[config.mk]
export PLATFORM = sky130hd
export DESIGN_NAME = instr_aligner
export DESIGN_NICKNAME = d
export VERILOG_FILES = /design/src/rtl/instr_aligner.sv
export SDC_FILE = /design/constraint.sdc
export NUM_CORES = 1
export LEC_CHECK = 0
export ABC_AREA = 0
export CORE_MARGIN = 2
export CORE_UTILIZATION = 30
export CTS_CLUSTER_SIZE = 28
export DETAILED_ROUTE_END_ITERATION = 10
export GPL_TIMING_DRIVEN = 0
export PLACE_DENSITY = 0.69
export SLEW_MARGIN = 10
export SYNTH_ARGS = -nofsm -noshare
export SYNTH_HDL_FRONTEND = slang
export SYNTH_SLANG_ARGS = --single-unit
[constraint.sdc]
create_clock -name clk_i -period 5.7 [get_ports clk_i]
set_input_delay 0.855 -clock clk_i [delete_from_list [all_inputs] [get_ports clk_i]]
set_output_delay 0.855 -clock clk_i [all_outputs]
set_load 0.03 [all_outputs]
[src/rtl/instr_aligner.sv]
// Instruction aligner: turns a stream of 32-bit little-endian fetch words into
// whole 16/32-bit instructions, with combinational pass-through and a halfword buffer.
module instr_aligner #(
  parameter int unsigned ADDR_WIDTH = 32
) (
  input  logic                  clk_i,
  input  logic                  rst_i,
  input  logic                  flush_i,
  input  logic [ADDR_WIDTH-1:0] flush_pc_i,
  input  logic                  fetch_valid_i,
  output logic                  fetch_ready_o,
  input  logic [31:0]           fetch_rdata_i,
  input  logic [ADDR_WIDTH-1:0] fetch_addr_i,
  output logic                  instr_valid_o,
  input  logic                  instr_ready_i,
  output logic [31:0]           instr_o,
  output logic [ADDR_WIDTH-1:0] instr_pc_o,
  output logic                  instr_compressed_o
);

  typedef enum logic [1:0] {
    ST_ALIGNED = 2'd0,
    ST_HALF    = 2'd1,
    ST_SKIP    = 2'd2
  } state_e;

  state_e                  state_q, state_d;
  logic [15:0]             buf_q, buf_d;
  logic [ADDR_WIDTH-1:0]   buf_pc_q, buf_pc_d;

  logic [15:0] lo, hi;
  logic        lo_compr, buf_compr;
  logic        instr_valid, fetch_ready;
  logic        instr_hs, fetch_hs;

  assign lo        = fetch_rdata_i[15:0];
  assign hi        = fetch_rdata_i[31:16];
  assign lo_compr  = (lo[1:0] != 2'b11);
  assign buf_compr = (buf_q[1:0] != 2'b11);

  // Output decode. Everything is a function of current state and the live
  // fetch word so a word can be consumed in the same cycle it arrives.
  always_comb begin
    // NOTE: every signal gets a default first so no path leaves it unassigned (no latches).
    instr_valid        = 1'b0;
    fetch_ready        = 1'b0;
    instr_o            = 32'h0;
    instr_pc_o         = fetch_addr_i;
    instr_compressed_o = 1'b0;

    unique case (state_q)
      ST_ALIGNED: begin
        instr_valid = fetch_valid_i;
        fetch_ready = instr_ready_i;
        instr_pc_o  = fetch_addr_i;
        if (lo_compr) begin
          instr_o            = {16'h0, lo};
          instr_compressed_o = 1'b1;
        end else begin
          instr_o = fetch_rdata_i;
        end
      end
      ST_HALF: begin
        instr_pc_o = buf_pc_q;
        if (buf_compr) begin
          // The buffered halfword is a whole instruction; the fetch word waits.
          instr_valid        = 1'b1;
          instr_o            = {16'h0, buf_q};
          instr_compressed_o = 1'b1;
        end else begin
          instr_valid = fetch_valid_i;
          fetch_ready = instr_ready_i;
          instr_o     = {lo, buf_q};
        end
      end
      ST_SKIP: begin
        fetch_ready = 1'b1;
      end
      default: begin
        instr_valid = 1'b0;
        fetch_ready = 1'b0;
      end
    endcase

    if (flush_i) begin
      instr_valid = 1'b0;
      fetch_ready = 1'b1;
    end
    if (rst_i) begin
      instr_valid = 1'b0;
      fetch_ready = 1'b0;
    end
  end

  assign instr_valid_o = instr_valid;
  assign fetch_ready_o = fetch_ready;
  assign instr_hs      = instr_valid & instr_ready_i;
  assign fetch_hs      = fetch_valid_i & fetch_ready;

  always_comb begin
    state_d  = state_q;
    buf_d    = buf_q;
    buf_pc_d = buf_pc_q;

    if (flush_i) begin
      // A restart PC in the upper halfword means the low half of the first word is dropped.
      state_d  = flush_pc_i[1] ? ST_SKIP : ST_ALIGNED;
      buf_d    = 16'h0;
      buf_pc_d = flush_pc_i & ~ADDR_WIDTH'(1);
    end else begin
      unique case (state_q)
        ST_ALIGNED: begin
          if (instr_hs && lo_compr) begin
            state_d  = ST_HALF;
            buf_d    = hi;
            buf_pc_d = fetch_addr_i + ADDR_WIDTH'(2);
          end
        end
        ST_HALF: begin
          if (instr_hs) begin
            if (buf_compr) begin
              state_d = ST_ALIGNED;
            end else begin
              buf_d    = hi;
              buf_pc_d = buf_pc_q + ADDR_WIDTH'(4);
            end
          end
        end
        ST_SKIP: begin
          if (fetch_hs) begin
            state_d  = ST_HALF;
            buf_d    = hi;
            buf_pc_d = fetch_addr_i + ADDR_WIDTH'(2);
          end
        end
        default: state_d = ST_ALIGNED;
      endcase
    end
  end

  always_ff @(posedge clk_i) begin
    if (rst_i) begin
      state_q  <= ST_ALIGNED;
      buf_q    <= 16'h0;
      buf_pc_q <= '0;
    end else begin
      // NOTE: non-blocking assignments so every register samples the pre-edge values.
      state_q  <= state_d;
      buf_q    <= buf_d;
      buf_pc_q <= buf_pc_d;
    end
  end

endmodule

# --- Yosys cells after proc, flatten, opt, wreduce, memory -nomap -nowiden ---
# Cells that the tools add are included.
# W data, S select, Z words.
classes:
  addsub: 2
  n_bitwise: 2
  mux: 33
  n_eq_ne: 13
  reduce_logical: 8
ops:
  columns: ["cell", "n"]
  rows:
  - ["$mux W32", 8]
  - ["$pmux W32 S3", 1]
  - ["$mux W16", 4]
  - ["$pmux W32 S2", 1]
  - ["$pmux W16 S3", 1]
  - ["$add A32 B2 Y32 const B", 1]
  - ["$add A32 B3 Y32 const B", 1]
  - ["$ne A3 B3 Y1 const B", 5]
  - ["$mux W2", 6]
  - ["$ne A2 B2 Y1 const B", 6]
  - ["$reduce_and A5 Y1", 2]
  - ["$mux W1", 8]
  - ["$pmux W2 S3", 1]
  - ["$pmux W1 S2", 2]
  - ["$reduce_and A4 Y1", 1]
  - ["$reduce_bool A4 Y1", 1]
  - ["$pmux W1 S3", 1]
  - ["$reduce_bool A3 Y1", 1]
  - ["$and A1 B1 Y1", 2]
  - ["$eq A2 B1 Y1 const B", 1]
  - ["$eq A2 B2 Y1 const B", 1]
  - ["$logic_not A2 Y1", 1]
  - ["$reduce_or A2 Y1", 1]
  - ["$logic_and A1 B1 Y1", 1]
word_totals:
  regBits: 50
  word_cells: 62

# --- Depth between registers and ports, before layout ---
logic_depth:
  word_depth: 10
  mapped_depth: 10

# --- Least setup slack after synthesis ---
# Ideal clock, no wire load.
synth_path:
  kind: "input port to output port"
  from: "in flush_i"
  to: "out instr_valid_o"
  path_stages: 5
  required_time_ns: 4.845
  arrival_ns: 2.099
  setup_slack_ns: 2.746
  cell_sequence: "buf_2 > inv_1 > nand2_1 > clkbuf_1 > nor3_1"
synth_via:
  elab_chain_len: 2
synth_rtl:
  columns: ["item", "line", "text"]
  rows:
  - ["from (decl)", "8", "input logic flush_i,"]
  - ["$mux W1", "85", "if (flush_i) begin"]
  - ["$mux W1", "89", "if (rst_i) begin"]
  - ["to (decl)", "14", "output logic instr_valid_o,"]
# No other way between the ends.

# --- Worst setup path in the final report ---
layout_path:
  from: "reg state_q[0]"
  to: "out instr_pc_o[16]"
layout_via:
  elab_chain_len: 2
layout_rtl:
  columns: ["item", "line", "text"]
  rows:
  - ["from (decl)", "27", "state_e state_q, state_d;"]
  - ["from (signal assigned)", "148", "state_q <= state_d;"]
  - ["$eq A2 B1 Y1", "51", "unique case (state_q)"]
  - ["$mux W32", "51", null]
  - ["to (decl)", "17", "output logic [ADDR_WIDTH-1:0] instr_pc_o,"]
# No other way between the ends.

==> reports/metrics.cfg <==
[sta]
finalWorstSetupSlack_ps=990
slew_viol_final=0
finClkSkew_ps=14.0
timing.hold.ws_ps=456
slew_headroom_pct=33.4
timing.setup.tns_ps=0
tightest_slew_ps=991
post-route-period-util_pct=82.6
min_period_ps=4710
hold_viol=0
fmax_ghz=0.212
setup_viol=0
rsz0062_at_grt=no

[synth]
synth.distinct_cells=64
synth.area.top_cells=dfxtp_1 23%, nand2_1 13%, xnor2_1 5.6%, nor2_1 4.8%, a21oi_1 4.7%
syn-cell-area_um2=4410
ys_seq_area_share_pct=22.7
ys_ff_latch=50
avgSynthCellArea_um2=6.80
yosys_warnings=0
synth_top_area_share_pct=22.7
syn_inst=648
yosys.area.top_type=dfxtp_1
synthArstFlopShare_pct=0
syn_nets=751
synth-edff-count=0
synth_ff_type=dfxtp_1

[floorplan]
start_util_pct=30.6
rows=44
dieArea_um2=15700
die_width_um=125
core_um2=14400
ios=168
die_h_um=125

[power]
power_density_nw_per_um2=171
ir_drop_mv=0.105
p_leak_nw=2.34

[layout]
fill_cells=1500
drive_gt1_share_pct=4.63
areaGrowthSynthToFinish_pct=45.9
antenna_cells=0
utilization_pct=44.6
design_area_um2=6430
nNetsFinal=923

[clock_network]
cts_setup_buffers=0
cts_root_buffer=clkbuf_16
cts_tree=done
post_cts_resized=0
path_clk_slew_ps=70
htree_levels=2
clk_latency_ps=310
cts_buffers=5
cts_buffer_depth=2
cts_sinks=50
post_cts_hold_buffer_count=0

[critical_path]
start_kind=register
crit_path_max_incr_delay_ps=670
endpoint_kind=output pin
crit_chain=clkbuf_1 -> inv_1 -> nor2_1 -> clkbuf_8 -> clkbuf_1 -> buf_1 -> nand2_1 -> nand2_1 -> clkdlybuf4s50_1
crit_family=buffers and inverters
crit_arrival_ps=3850
critPathSlowestCell=clkdlybuf4s50_1
required_ps=4850
worst-path-buf-inv=6
path_class=reg -> out
cp_max_fo=10

[min_path]
hold_class=reg -> reg

[grt]
grt_pass1_vias=5228
grt_pass1_wl_um=29300
track_usage_pct=23.3
grt_remaining_overflow=0
grt_antenna_before_repair=0
grt_max_degree=16

[placed_design]
placed_cell_area_um2=6290
gp_congestion=0.953
portBuffers=165
pre_cts_slack_ps=1060
dp_hpwl_um=14100

[detailed_routing]
drt-initial-drc-count=553
dr.pass1.iters=5
postRouteAntennaNets=0
drc_errors=0
wl_per_cell_um=18.7
drt_wl_total_um=18800
viasPerCell=5.62
vias=5645

[status]
outcome=finished clean

[run]
maxCapViolations=0

[final cells by class]
cell class	instances	area, um2	share of cell area (%)
multi-input combinational	534	3090	48.0
tap	184	230	3.58
clock inverter	2	13.8	0.214
timing repair buffer	165	1650	25.7
buffer	49	267	4.14
inverter	15	56.3	0.875
sequential	50	1000	15.6
clock buffer	6	129	2.00
[power breakdown]
| group | internal (W) | switching, W | total [W] | leakage (nW) |
|---|---|---|---|---|
| clock | 0.000164 | 0.000149 | 0.000312 | 0.0708 |
| combinational | 0.000179 | 0.000214 | 0.000393 | 1.86 |
| sequential | 0.000370 | 0.0000271 | 0.000397 | 0.411 |
[worst paths after layout]
| check | start | to | slack [ps] | cells past startpoint |
|---|---|---|---|---|
| worst min-delay path | buf_q[12]$_SDFFE_PP0P_ | buf_q[12]$_SDFFE_PP0P_ | 460 | 2 |
| worst min register to register | buf_q[12]$_SDFFE_PP0P_ | buf_q[12]$_SDFFE_PP0P_ | 460 | 2 |
| worst max register to register | state_q[1]$_SDFFE_PP0P_ | buf_q[13]$_SDFFE_PP0P_ | 2900 | 7 |
| worst max-delay path | state_q[0]$_SDFFE_PP0P_ | instr_pc_o[16] | 990 | 9 |
[flip-flops by register name (all words and copies together) (netlist names)]
signal / flops
buf_q: 16
buf_pc_q: 32
state_q: 2
[layout by cell type (no fill, tap or decap), types with 11 or more instances in the layout]
cell type / count
o21ai_0: 21
xnor2_1: 28
clkdlybuf4s50_1: 165
a21oi_1: 41
clkbuf_1: 28
nand4_1: 19
a22o_1: 17
inv_1: 15
dfxtp_1: 50
nor2_1: 56
xor2_1: 13
mux2i_1: 20
nor4_1: 11
o22ai_1: 11
nand2_1: 155
nand3_1: 28
nor3_1: 18
[cell usage after synthesis, drive strengths merged, types with 3 or more instances]
| cell | number |
|---|---|
| nand2 | 155 |
| nor2 | 56 |
| dfxtp | 50 |
| a21oi | 41 |
| clkbuf | 32 |
| nand3 | 29 |
| xnor2 | 28 |
| nor3 | 21 |
| o21ai | 21 |
| mux2i | 20 |
| nand4 | 20 |
| a22o | 17 |
| buf | 17 |
| inv | 15 |
| xor2 | 13 |
| nor4 | 12 |
| o22ai | 11 |
| a211oi | 8 |
| and3 | 8 |
| a31oi | 7 |
| o211ai | 6 |
| and2 | 5 |
| or3 | 5 |
| a221oi | 4 |
| a2111oi | 3 |
| a311oi | 3 |
| and4 | 3 |
| nand4b | 3 |
| o2bb2ai | 3 |
[worst register-to-register path, cell delays in order, from the launching register on]
cell and delay (ps):
dfxtp_1 310, clkbuf_1 320, nor3_1 270, nor3_1 740
buf_2 410, buf_1 430, nand2_1 110, a21oi_1 140
[stage by stage]
stage          cells  total power, W
5_1_grt         1005         0.00114
2_1_floorplan    648        0.000597
6_report        1005         0.00110
4_1_cts         1005         0.00110
3_3_place_gp     997        0.000792
3_5_place_dp     997        0.000793
[routing by layer]
layer	share of wire (%)	vias to the layer above	GRT usage, %
li1	-	2663	-
met1	44	2611	32.1
met2	44	341	37.1
met3	9.4	30	4.41
met4	2.3	0	6.93
met5	0	-	0
[logic make-up after synthesis]
logic type / synth area share, %
simple gates: 34.5
compound gates: 21.7
buf+inv: 7.32
flops: 22.7
xor+xnor: 8.14
mux: 5.05
fa+ha+maj: 0.567
No activity file was read; power rests on OpenSTA's default activity.
